## src/rtl/led_bar_meter_pkg.sv

```systemverilog
// led_bar_pkg: shared types for the LED bar meter.
//   mode_t     - display mode encoding (bar / dot), matches the 1-bit mode port.
//   pk_state_t - peak-hold FSM states (used only when LED_BAR_PEAK_HOLD_EN is defined).
package led_bar_pkg;

  typedef enum logic {
    MODE_BAR = 1'b0,
    MODE_DOT = 1'b1
  } mode_t;

  typedef enum logic [1:0] {
    PK_IDLE  = 2'd0,
    PK_HOLD  = 2'd1,
    PK_DECAY = 2'd2
  } pk_state_t;

endpackage

```

## src/rtl/led_bar_meter_if.sv

```systemverilog
// led_bar_meter_if: groups the meter's control and display signals.
//   tick        - one-cycle decay-rate strobe
//   level_valid - qualifies level this cycle
//   level       - requested lit count (CW bits)
//   mode        - 0 = bar, 1 = dot
//   LEDs        - registered LED drive, bit 0 = lowest
//   peak        - registered peak-hold position
// master: the controller driving level/mode/tick; slave: the meter.
interface led_bar_meter_if #(
  parameter  int N_LEDS = 16,
  localparam int CW     = $clog2(N_LEDS + 1)
) ();

  logic              tick;
  logic              level_valid;
  logic [CW-1:0]     level;
  logic              mode;
  logic [N_LEDS-1:0] LEDs;
  logic [CW-1:0]     peak;

  modport master (
    output tick, level_valid, level, mode,
    input  LEDs, peak
  );

  modport slave (
    input  tick, level_valid, level, mode,
    output LEDs, peak
  );

endinterface

```

## src/rtl/led_bar_meter_therm_decoder.sv

```systemverilog
// therm_decoder: combinational count-to-LED-pattern decode.
//   count   - number of lit positions (0..N_LEDS)
//   mode    - MODE_BAR: bits [count-1:0] set; MODE_DOT: only bit count-1 set
//   pattern - decoded LED pattern; count=0 gives all zeros in both modes
module therm_decoder
  import led_bar_pkg::*;
#(
  parameter  int N_LEDS = 16,
  localparam int CW     = $clog2(N_LEDS + 1)
) (
  input  logic [CW-1:0]     count,
  input  logic              mode,
  output logic [N_LEDS-1:0] pattern
);

  always_comb begin
    pattern = '0;
    for (int unsigned i = 0; i < N_LEDS; i++) begin
      if (mode == logic'(MODE_DOT)) begin
        pattern[i] = (32'(count) == i + 1);
      end else begin
        pattern[i] = (i < 32'(count));
      end
    end
  end

endmodule

```

## src/rtl/led_bar_meter.sv

```systemverilog
// led_bar_meter: bar/dot LED level meter with optional peak-hold marker.
//   clk   - sole clock, rising edge
//   rst_n - asynchronous active-low reset
//   bus   - led_bar_meter_if.slave (tick, level_valid, level, mode -> LEDs, peak)
// Optional feature: define LED_BAR_PEAK_HOLD_EN to build the peak-hold FSM.
// Without it, peak is constant 0, no peak LED is lit and tick is ignored.
module led_bar_meter
  import led_bar_pkg::*;
#(
  parameter int N_LEDS     = 16,
  parameter int HOLD_TICKS = 8
) (
  input  logic          clk,
  input  logic          rst_n,
  led_bar_meter_if.slave bus
);

  localparam int              CW      = $clog2(N_LEDS + 1);
  localparam logic [CW-1:0]   LVL_MAX = CW'(N_LEDS);

  logic [CW-1:0]     w_lvl_sat;
  logic [CW-1:0]     w_lvl_next;
  logic [CW-1:0]     r_level_q;
  logic [N_LEDS-1:0] w_level_pat;
  logic [N_LEDS-1:0] w_peak_pat;
  logic [N_LEDS-1:0] r_leds;

  assign w_lvl_sat  = (bus.level > LVL_MAX) ? LVL_MAX : bus.level;
  assign w_lvl_next = bus.level_valid ? w_lvl_sat : r_level_q;

  always_ff @(posedge clk or negedge rst_n) begin
    if (!rst_n) begin
      r_level_q <= '0;
    end else if (bus.level_valid) begin
      r_level_q <= w_lvl_sat;
    end
  end

  therm_decoder #(.N_LEDS(N_LEDS)) u_level_dec (
    .count   (w_lvl_next),
    .mode    (bus.mode),
    .pattern (w_level_pat)
  );

`ifdef LED_BAR_PEAK_HOLD_EN
  localparam logic [7:0] HOLD_INIT = 8'(HOLD_TICKS);

  pk_state_t     r_state;
  pk_state_t     w_state_next;
  logic [7:0]    r_hold_cnt;
  logic [7:0]    w_hold_next;
  logic [CW-1:0] r_peak;
  logic [CW-1:0] w_peak_next;
  logic [CW-1:0] w_peak_dec;

  always_ff @(posedge clk or negedge rst_n) begin
    if (!rst_n) begin
      r_state    <= PK_IDLE;
      r_hold_cnt <= '0;
      r_peak     <= '0;
    end else begin
      r_state    <= w_state_next;
      r_hold_cnt <= w_hold_next;
      r_peak     <= w_peak_next;
    end
  end

  always_comb begin
    w_state_next = r_state;
    w_hold_next  = r_hold_cnt;
    w_peak_next  = r_peak;
    w_peak_dec   = r_peak - 1'b1;
    if (bus.level_valid && (w_lvl_sat >= r_peak)) begin
      // A new peak (or equal level) wins over any tick this cycle.
      w_peak_next  = w_lvl_sat;
      w_hold_next  = HOLD_INIT;
      w_state_next = (w_lvl_sat == '0) ? PK_IDLE : PK_HOLD;
    end else if (bus.level_valid && (r_state == PK_IDLE)) begin
      // Level dropped below a settled peak: leave the old peak as a held marker.
      w_hold_next  = HOLD_INIT;
      w_state_next = PK_HOLD;
    end else if (bus.tick) begin
      case (r_state)
        PK_HOLD: begin
          w_hold_next = r_hold_cnt - 1'b1;
          if (r_hold_cnt <= 8'd1) begin
            w_hold_next  = '0;
            w_state_next = PK_DECAY;
          end
        end
        PK_DECAY: begin
          // Decay never passes the current level.
          w_peak_next = (w_peak_dec > w_lvl_next) ? w_peak_dec : w_lvl_next;
          if (w_peak_next == w_lvl_next) begin
            w_state_next = PK_IDLE;
          end
        end
        default: begin
        end
      endcase
    end
  end

  therm_decoder #(.N_LEDS(N_LEDS)) u_peak_dec (
    .count   (w_peak_next),
    .mode    (logic'(MODE_DOT)),
    .pattern (w_peak_pat)
  );

  assign bus.peak = r_peak;
`else
  assign w_peak_pat = '0;
  assign bus.peak   = '0;
`endif

  always_ff @(posedge clk or negedge rst_n) begin
    if (!rst_n) begin
      r_leds <= '0;
    end else begin
      r_leds <= w_level_pat | w_peak_pat;
    end
  end

  assign bus.LEDs = r_leds;

endmodule

```

## src/flat_wrapper.sv

```systemverilog
// flat-port wrapper written by rule: the top's interface ports become plain ports
module led_bar_meter_flat import led_bar_pkg::*;
#(
  parameter int N_LEDS     = 16,
  parameter int HOLD_TICKS = 8
)
  (clk, rst_n, bus_tick, bus_level_valid, bus_level, bus_mode, bus_LEDs, bus_peak);
  led_bar_meter_if #(.N_LEDS(N_LEDS)) bus_i ();
  input  logic clk;
  input  logic rst_n;
  input wire logic [$bits(bus_i.tick)-1:0] bus_tick;
  input wire logic [$bits(bus_i.level_valid)-1:0] bus_level_valid;
  input wire logic [$bits(bus_i.level)-1:0] bus_level;
  input wire logic [$bits(bus_i.mode)-1:0] bus_mode;
  output wire logic [$bits(bus_i.LEDs)-1:0] bus_LEDs;
  output wire logic [$bits(bus_i.peak)-1:0] bus_peak;
  assign bus_i.tick = bus_tick;
  assign bus_i.level_valid = bus_level_valid;
  assign bus_i.level = bus_level;
  assign bus_i.mode = bus_mode;
  assign bus_LEDs = bus_i.LEDs;
  assign bus_peak = bus_i.peak;
  led_bar_meter #(.N_LEDS(N_LEDS), .HOLD_TICKS(HOLD_TICKS)) u_core (.clk(clk), .rst_n(rst_n), .bus(bus_i));
endmodule
```

## config.mk

```make
export PLATFORM = sky130hd
export DESIGN_NAME = led_bar_meter_flat
export DESIGN_NICKNAME = d
export VERILOG_FILES = /design/src/rtl/led_bar_meter_pkg.sv /design/src/rtl/led_bar_meter_if.sv /design/src/rtl/led_bar_meter_therm_decoder.sv /design/src/rtl/led_bar_meter.sv /design/src/flat_wrapper.sv
export SDC_FILE = /design/constraint.sdc
export NUM_CORES = 1
export LEC_CHECK = 0
export ABC_AREA = 1
export CORE_ASPECT_RATIO = 1.5
export CORE_MARGIN = 2
export CORE_UTILIZATION = 51
export DETAILED_ROUTE_END_ITERATION = 10
export GPL_ROUTABILITY_DRIVEN = 1
export PLACE_DENSITY = 0.91
export SLEW_MARGIN = 20
export SYNTH_ARGS = -nofsm -noshare
export SYNTH_HDL_FRONTEND = slang
export SYNTH_SLANG_ARGS = --single-unit
export TNS_END_PERCENT = 1
```

## constraint.sdc

```tcl
create_clock -name clk -period 2.4 [get_ports clk]
set_input_delay 0.48 -clock clk [delete_from_list [all_inputs] [get_ports clk]]
set_output_delay 0.48 -clock clk [all_outputs]
set_load 0.02 [all_outputs]
```

# Yosys cells after proc, flatten, opt, wreduce, memory -nomap -nowiden
# Cells that the tools add are included.
word_totals:
  ff_bits: 21
  inputBits: 10
  out_inout_bits: 21
  word_cells: 53
op_classes:
  order_cmp: 17
  n_eq_ne: 16
  n_mux: 18
op_table:
  columns: ["op", "count"]
  rows:
  - ["5-bit by 4-bit equality test with 1-bit output (second input constant)", 8]
  - ["4-bit by 5-bit less-than comparator with 1-bit output (first input constant)", 8]
  - ["5-bit by 3-bit equality test with 1-bit output (second input constant)", 4]
  - ["3-bit by 5-bit less-than comparator with 1-bit output (first input constant)", 4]
  - ["1-bit two-way mux", 16]
  - ["5-bit by 2-bit equality test with 1-bit output (second input constant)", 2]
  - ["1-bit by 5-bit less-than comparator with 1-bit output (first input constant)", 2]
  - ["2-bit by 5-bit less-than comparator with 1-bit output (first input constant)", 2]
  - ["5-bit two-way mux", 2]
  - ["5-bit by 1-bit equality test with 1-bit output (second input constant)", 1]
  - ["5-bit equality test (second input constant)", 1]
  - ["5-bit greater-than comparator (second input constant)", 1]

# Depth between registers and ports, before layout
# Gate-level depths: netlist of the first run.
depth:
  depth_word: 5
  depth_mapped: 10
  ltp_nobuf: 9

# Cells and area by module
# From an unflattened synthesis of the first run, not the netlist that was laid out.
hier_totals:
  hier_cells: 122
  hier_area_um2: 983.4
by_module_without_submodules:
  columns: ["mod", "instances", "cells_per_inst", "area_each_um2", "seq_area_each_um2"]
  rows:
  - ["led_bar_meter", 1, 49, 658.1, 525.5]
  - ["therm_decoder", 1, 73, 325.3, 0.0]

# Least setup slack after synthesis of the first run
# Ideal clock, no wire load.
synth_timing:
  path_kind: "input to register"
  start: "in bus_level_valid"
  end: "reg u_core.r_leds[0] (netlist: u_core.bus.LEDs[0])"
  setup_time_ns: 0.129
  arrival_ns: 1.232
  required_ns: 2.271
  setup_slack_ns: 1.039
  cell_stages: 8
  n_path_buf: 1
  path_cell_list: "buf_6 > inv_6 > nor2_4 > nor2_4 > nor2_8 > nand2_1 > nand2_1 > o21ai_1"
synth_via:
  elab_chain_cells: 3
  word_cells_on_any_way: 4
  classes_between: "order compare (1); eq/ne (1); mux (2)"
synth_rtl:
  columns: ["item", "line", "rtl"]
  rows:
  - ["start, declared", "flat_wrapper.sv:12", "input wire logic [$bits(bus_i.level_valid)-1:0] bus_level_valid;"]
  - ["5-bit two-way mux (*)", "led_bar_meter.sv:29", "assign w_lvl_next = bus.level_valid ? w_lvl_sat : r_level_q;"]
  - ["via u_core.u_level_dec.count[4]", "led_bar_meter_therm_decoder.sv:11", "input logic [CW-1:0] count,"]
  - ["1-bit by 5-bit less-than comparator with 1-bit output / 5-bit by 1-bit equality test with 1-bit output (equally long branches)", "led_bar_meter_therm_decoder.sv:22, led_bar_meter_therm_decoder.sv:20", null]
  - ["1-bit two-way mux (*)", "led_bar_meter_therm_decoder.sv:19", "if (mode == logic'(MODE_DOT)) begin"]
  - ["via u_core.u_level_dec.pattern[0]", "led_bar_meter_therm_decoder.sv:13", "output logic [N_LEDS-1:0] pattern"]
  - ["end signal, assigned", "led_bar_meter.sv:120", "r_leds <= w_level_pat | w_peak_pat;"]
  - ["end, declared", "led_bar_meter.sv:26", "logic [N_LEDS-1:0] r_leds;"]
# The timed path passes the listed nets; every way through them passes the cells marked *.

# Final worst setup path of the first run
layout_timing:
  start: "in bus_level_valid"
  end: "reg u_core.r_leds[10] (netlist: u_core.bus.LEDs[10])"
layout_via:
  elab_chain_cells: 3
  word_cells_on_any_way: 4
  classes_between: "order compare (1); eq/ne (1); mux (2)"
layout_rtl:
  columns: ["item", "line"]
  rows:
  - ["5-bit two-way mux (*)", "led_bar_meter.sv:29"]
  - ["via u_core.u_level_dec.count[1]", "led_bar_meter_therm_decoder.sv:11"]
  - ["4-bit by 5-bit less-than comparator with 1-bit output / 5-bit by 4-bit equality test with 1-bit output (equally long branches)", "led_bar_meter_therm_decoder.sv:22, led_bar_meter_therm_decoder.sv:20"]
  - ["1-bit two-way mux (*)", "led_bar_meter_therm_decoder.sv:19"]
  - ["via u_core.u_level_dec.pattern[10]", "led_bar_meter_therm_decoder.sv:13"]
# Marked as above.

==> flow_summary.toml, run 1 <==
[floorplanning]
die_h_microns = 62.2
die_x_microns = 42.8
core.rowCount = 21
initial_utilization_pct = 52.7
die_area_sq_um = 2660
ios = 31
core_sq_um = 2180

[timing]
rsz0062_at_grt = "false"
max_freq_mhz = 524
post-route-period-util_pct = 79.5
fin_worst_skew_ns = 0.00736
period_minus_slack_ns = 1.91
finalSetupViolCount = 0
slew_viol_final = 0
hold_violations = 0
setup_tns_ns = 0

[final_layout]
multi_input_area_sq_um = 544
final_core_util_pct = 65.2
drive_gt1_share_pct = 23.7
antenna_cells = 0
area_growth_pct = 23.7
fill_cells = 165
fin_nets = 163
instances_no_fill = 175
stdcell_area_sq_um = 1420
register_area_sq_um = 526

[detailed_routing]
initialDrtViolationCount = 28
route.detailed.wl_per_inst_microns = 12.5
vias = 919
drc = 0
dr.pass1.iters = 4
drt_wl_total_mm = 2.18
via_per_inst = 5.25
ant_nets = 0

[logic_synthesis]
yosys.area_share.adder_pct = 0
synth_seq_cells = 21
synth_top_area_share_pct = 45.7
ys_warn_count = 0
synth_edf_count = 0
synth_ff_type = "dfrtp_1"
synth-compound-area-share_pct = 6.31
ys_top_cells_by_count = "nand2_1 (37), dfrtp_1 (21), nor2_1 (8)"
syn_inst = 125
synth.area.mux_share_pct = 0
synth_top_family_by_area = "simple AND/OR/NAND/NOR gates"
ys_seq_area_share_pct = 45.7
yosysTopAreaCell = "dfrtp_1"
synthXorXnorAreaFrac_pct = 0
synthTopCellsByArea = "dfrtp_1 (46%), nand2_1 (12%), nor2_4 (3.9%)"
syn-mean-instance-area_sq_um = 9.20
synth.most_common_cell = "nand2_1"
async_flop_share_pct = 100
synth.distinct_cells = 28
synth_area_sq_um = 1150
synthSimpleGateAreaFrac_pct = 39.4

[global_route]
grt_pass1_vias = 894
grt_remaining_overflow = 0
grt_max_degree = 22
grt_pass1_wl_mm = 3.82
antenna_found_initial = 0
grtUsageTotal_pct = 18.8

[place]
io_buffers = 24
placed_area_sq_um = 1400
dp_cells = 171
place.gp.congestion = 0.908
dp_hpwl_mm = 1.65

[clocking]
numCtsBuffers = 3
clockBufferDepth = 2
cts_setup_buffers = 0
cts_tree = "yes"
ctsHoldBuffers = 0
clock_latency_ns = 0.31
cts_repair_resize_count = 0
clkSlewWorstSetupHoldPaths_ns = 0.11
htree_levels = 1
cts_root_buf = "clkbuf_4"
clock_sinks = 21

[hold_path]
hold_path.class = "input port to async pin"

[worst_setup_path]
critPathRequiredTime_ns = 2.60
max_stage_delay_ns = 0.76
critical_path_class = "input port to flop"
endpoint_kind = "flop"
critical_path_buf_inv_count = 2
slowest_stage = "clkdlybuf4s50_1"
critPathTopFamily = "buffers and inverters"
cp_max_fo = 7
worstPathCellList = "clkdlybuf4s50_1 > nand3_1 > nand2_4 > inv_2 > nor2_2 > nand2_1 > nand3_1 > nand2_1"
startpoint_type = "input port"
worst_ep_arrival_time_ns = 2.11

[power_and_ir_drop]
ir_drop_uv = 352
power.leakage_nw = 0.663
total_power_mw = 0.818
p_per_area_nw_per_um2 = 575

[job]
cap_violations = 0

[outcome]
status = "completed"
-- cell usage in the layout (no fill, tap or decap), types with 2 or more instances in the layout --
| cell | netlist | final |
|---|---|---|
| clkdlybuf4s50_1 | 0 | 24 |
| nor2_4 | 4 | 4 |
| dfrtp_1 | 21 | 21 |
| nand3_1 | 7 | 7 |
| nand2_1 | 37 | 37 |
| buf_4 | 5 | 2 |
| inv_2 | 3 | 3 |
| nor2_1 | 8 | 8 |
| inv_1 | 4 | 4 |
| conb_1 | 1 | 5 |
| nand2_2 | 6 | 6 |
| nand3_2 | 2 | 2 |
| nor2_2 | 3 | 3 |
| nand2_4 | 3 | 3 |
| nor2_8 | 2 | 2 |
| o21ai_1 | 4 | 4 |
| a21oi_1 | 3 | 3 |
| clkbuf_4 | 0 | 3 |
-- flip-flops by register name, summed over array words and instances (netlist names) --
register          flops
u_core.bus.LEDs      16
u_core.r_level_q      5
-- per-layer routing --
metal	vias up	part of all wire, %	global-route usage [%]
met5	-	0	0
met4	0	4.5	12.5
met3	11	5.3	3.49
met2	45	54	32.8
met1	427	36	19.6
li1	436	-	-
-- through the flow --
step	worst slack, ns	hold WS [ns]
after floorplan	1.04	0.184
after detailed placement	0.250	0.572
after global placement	0.281	0.554
after global routing	0.392	0.494
after CTS	0.504	0.503
final	0.492	0.498
-- worst reg2reg max path, cell delays in order, from the launching register on --
cell and delay (ns):
dfrtp_1 0.42, inv_1 0.07, nand2_1 0.06, nand2_2 0.14
nand2_1 0.11, nor3_2 0.25, nand2_1 0.10, nand2_1 0.09
-- where the power goes --
part	total (mW)	internal, mW	switching, mW
sequential	0.399	0.387	0.0116
clock	0.167	0.0624	0.105
combinational	0.253	0.0997	0.153
-- cell type report --
class | instances | area share, %
inverters | 9 | 2.90
clock inverters | 1 | 0.352
repair buffers | 26 | 17.9
multi-input cells | 92 | 38.3
well taps | 23 | 2.02
flip-flops and latches | 21 | 36.9
clock buffers | 3 | 1.58
-- worst paths after layout --
check	to	start	slack [ns]	cells after the start
worst min register to register	u_core.r_level_q[1]	u_core.r_level_q[1]	0.60	2
worst max register to register	u_core.bus.LEDs[10]	u_core.r_level_q[4]	1.11	7
worst min-delay path	u_core.bus.LEDs[0]	rst_n	0.50	2
min in group clk	u_core.r_level_q[1]	u_core.r_level_q[1]	0.60	2
worst max-delay path	u_core.bus.LEDs[10]	bus_level_valid	0.49	8
max in group asynchronous	u_core.bus.LEDs[1]	rst_n	1.69	2
-- logic make-up (layout without fill, tap and decap cells) --
family,Yosys count,count (layout)
and+or+nand+nor,76,76
DFF,21,21
buffers and inverters,16,39
AOI/OAI and AO/OA,11,11
other,1,5
Note: power is estimated with default switching activity, not from simulation.
==> run 2, diff against run 1 <==
- CORE_UTILIZATION: 51 -> 42
- PLACE_DENSITY: 0.91 -> 0.81
- clock period: 2.4 -> 1.5 ns (I/O delays scaled with it)
==> run 2 against run 1 <==
Net effect: non-clock buffer count increased by 13; worst setup slack got worse by 0.42 ns; clock-buffer cell count unchanged; sequential cell count unchanged; first-iteration DRC count decreased by 21%; via count increased by 3.7%; critical path type unchanged; largest cell class unchanged; largest power group unchanged.
==> flow_summary.toml, run 2 (synthesized netlist as in run 1, its figures left out) <==
[outcome]
status = "completed"

[power_and_ir_drop]
p_per_area_nw_per_um2 = 883
ir_drop_uv = 411
total_power_mw = 1.45
power.leakage_nw = 0.937

[worst_setup_path]
worst_ep_arrival_time_ns = 1.58
critPathRequiredTime_ns = 1.65
endpoint_kind = "flop"
cp_max_fo = 7
startpoint_type = "input port"
critical_path_class = "input port to flop"

[final_layout]
largest_reg_flops = 16
stdcell_area_sq_um = 1640
drive_gt1_share_pct = 30.3
fin_nets = 176
antenna_cells = 0
layout_commonest_cell = "nand2_1"
mostFrequentLayoutCells = "nand2_1 (36), dfrtp_1 (21), dlymetal6s2s_1 (15)"
area_growth_pct = 42.5

[hold_path]
hold_path.class = "input port to async pin"

[clocking]
htree_levels = 1
clock_sinks = 21
cts_tree = "yes"
clock_latency_ns = 0.26
clkSlewWorstSetupHoldPaths_ns = 0.08
numCtsBuffers = 3
clockBufferDepth = 2
cts_root_buf = "clkbuf_8"

[detailed_routing]
initialDrtViolationCount = 22
route.detailed.wl_per_inst_microns = 11.5
dr.pass1.iters = 4
drc = 0
vias = 953
ant_nets = 0
drt_wl_total_mm = 2.33
via_per_inst = 4.72

[global_route]
grt_max_degree = 22
grt_pass1_wl_mm = 3.90
grt_remaining_overflow = 0
grtUsageTotal_pct = 17.1
grt_pass1_vias = 955
antenna_found_initial = 0

[place]
io_buffers = 24
placed_area_sq_um = 1510
place.gp.congestion = 0.785
dp_hpwl_mm = 1.83

[floorplanning]
core_sq_um = 2650
ios = 31
die_x_microns = 46.7
die_area_sq_um = 3180
core.rowCount = 23
die_h_microns = 68.1
initial_utilization_pct = 43.4

[timing]
hold_violations = 0
finalSetupViolCount = 0
post-route-period-util_pct = 95.2
period_minus_slack_ns = 1.43
max_freq_mhz = 700
slew_viol_final = 0
rsz0062_at_grt = "false"
fin_worst_skew_ns = 0.00576

[job]
cap_violations = 0
run 2: cell count changes in the layout (fill, tap and decap cells not counted), sizes merged:
cell / previous run / this run
clkdlybuf4s50: 24 / 7
dlymetal6s2s: 0 / 15
dlygate4sd2: 0 / 2
buf: 2 / 14
bufbuf: 0 / 1
run 2: final timing paths:
path / startpoint / endpoint / slack (ns) / cells after the start
hold reg to reg: u_core.r_level_q[4] / u_core.r_level_q[4] / 0.64 / 2
max in group asynchronous: rst_n / u_core.bus.LEDs[13] / 0.92 / 2
hold / removal: rst_n / u_core.r_level_q[4] / 0.37 / 2
setup / recovery: bus_level[4] / u_core.bus.LEDs[10] / 0.07 / 9
min in group clk: u_core.r_level_q[4] / u_core.r_level_q[4] / 0.64 / 2
setup reg to reg: u_core.r_level_q[4] / u_core.bus.LEDs[10] / 0.28 / 7
run 2: timing repair:
action,CTS,global route
hold buffers,0,0
setup buffers,1,0
setup endpoints to repair,2,16
gates cloned,1,0
pin swaps,2,0
resized for setup,2,17
run 2: layout make-up:
| cell class | instances | area (sq um) |
|---|---|---|
| flip-flops and latches | 21 | 526 |
| clock inverters | 1 | 5.00 |
| well taps | 37 | 46.3 |
| clock buffers | 3 | 41.3 |
| inverters | 9 | 41.3 |
| multi-input cells | 92 | 554 |
| fillers | 223 | 1010 |
| repair buffers | 39 | 425 |
run 2: report_power, final:
| part | switching (mW) | leakage, nW | internal, mW |
|---|---|---|---|
| clock network | 0.186 | 0.0255 | 0.185 |
| registers | 0.0174 | 0.260 | 0.619 |
| logic | 0.252 | 0.652 | 0.188 |
run 2: worst max-delay path: stages:
cell             delay [ns]
clkdlybuf4s50_1        0.43
inv_2                  0.13
nand3_1                0.13
nand2_4                0.15
inv_2                  0.06
nor2_2                 0.14
nand2_1                0.09
nand3_1                0.08
nand2_1                0.06
run 2: metal layers:
| metal | up-vias | global-route usage, % | share of wire, % | wire [microns] |
|---|---|---|---|---|
| met5 | - | 0 | 0 | 0 |
| met4 | 0 | 10.1 | 4.4 | 103 |
| met3 | 11 | 2.37 | 4.4 | 102 |
| met2 | 33 | 32.8 | 57 | 1330 |
| met1 | 445 | 16.1 | 34 | 791 |
| li1 | 464 | - | - | - |
run 2: stage by stage:
step	setup slack, ns	util [%]	hold slack, ns	instances	TNS [ns]
floorplan	0.319	-	0.00441	129	0
global placement	-0.238	56.9	0.604	196	-2.98
detailed placement	-0.291	56.9	0.629	196	-3.69
CTS	0.00510	60.1	0.382	202	0
global route	0.00705	61.9	0.404	202	0
finish	0.0723	61.9	0.370	202	0
==> run 3, diff against run 2 <==
- CTS_CLUSTER_DIAMETER: default -> 40
==> results of run 3 <==
Same layout as run 2: the final DEF is identical, and so are final timing and power.
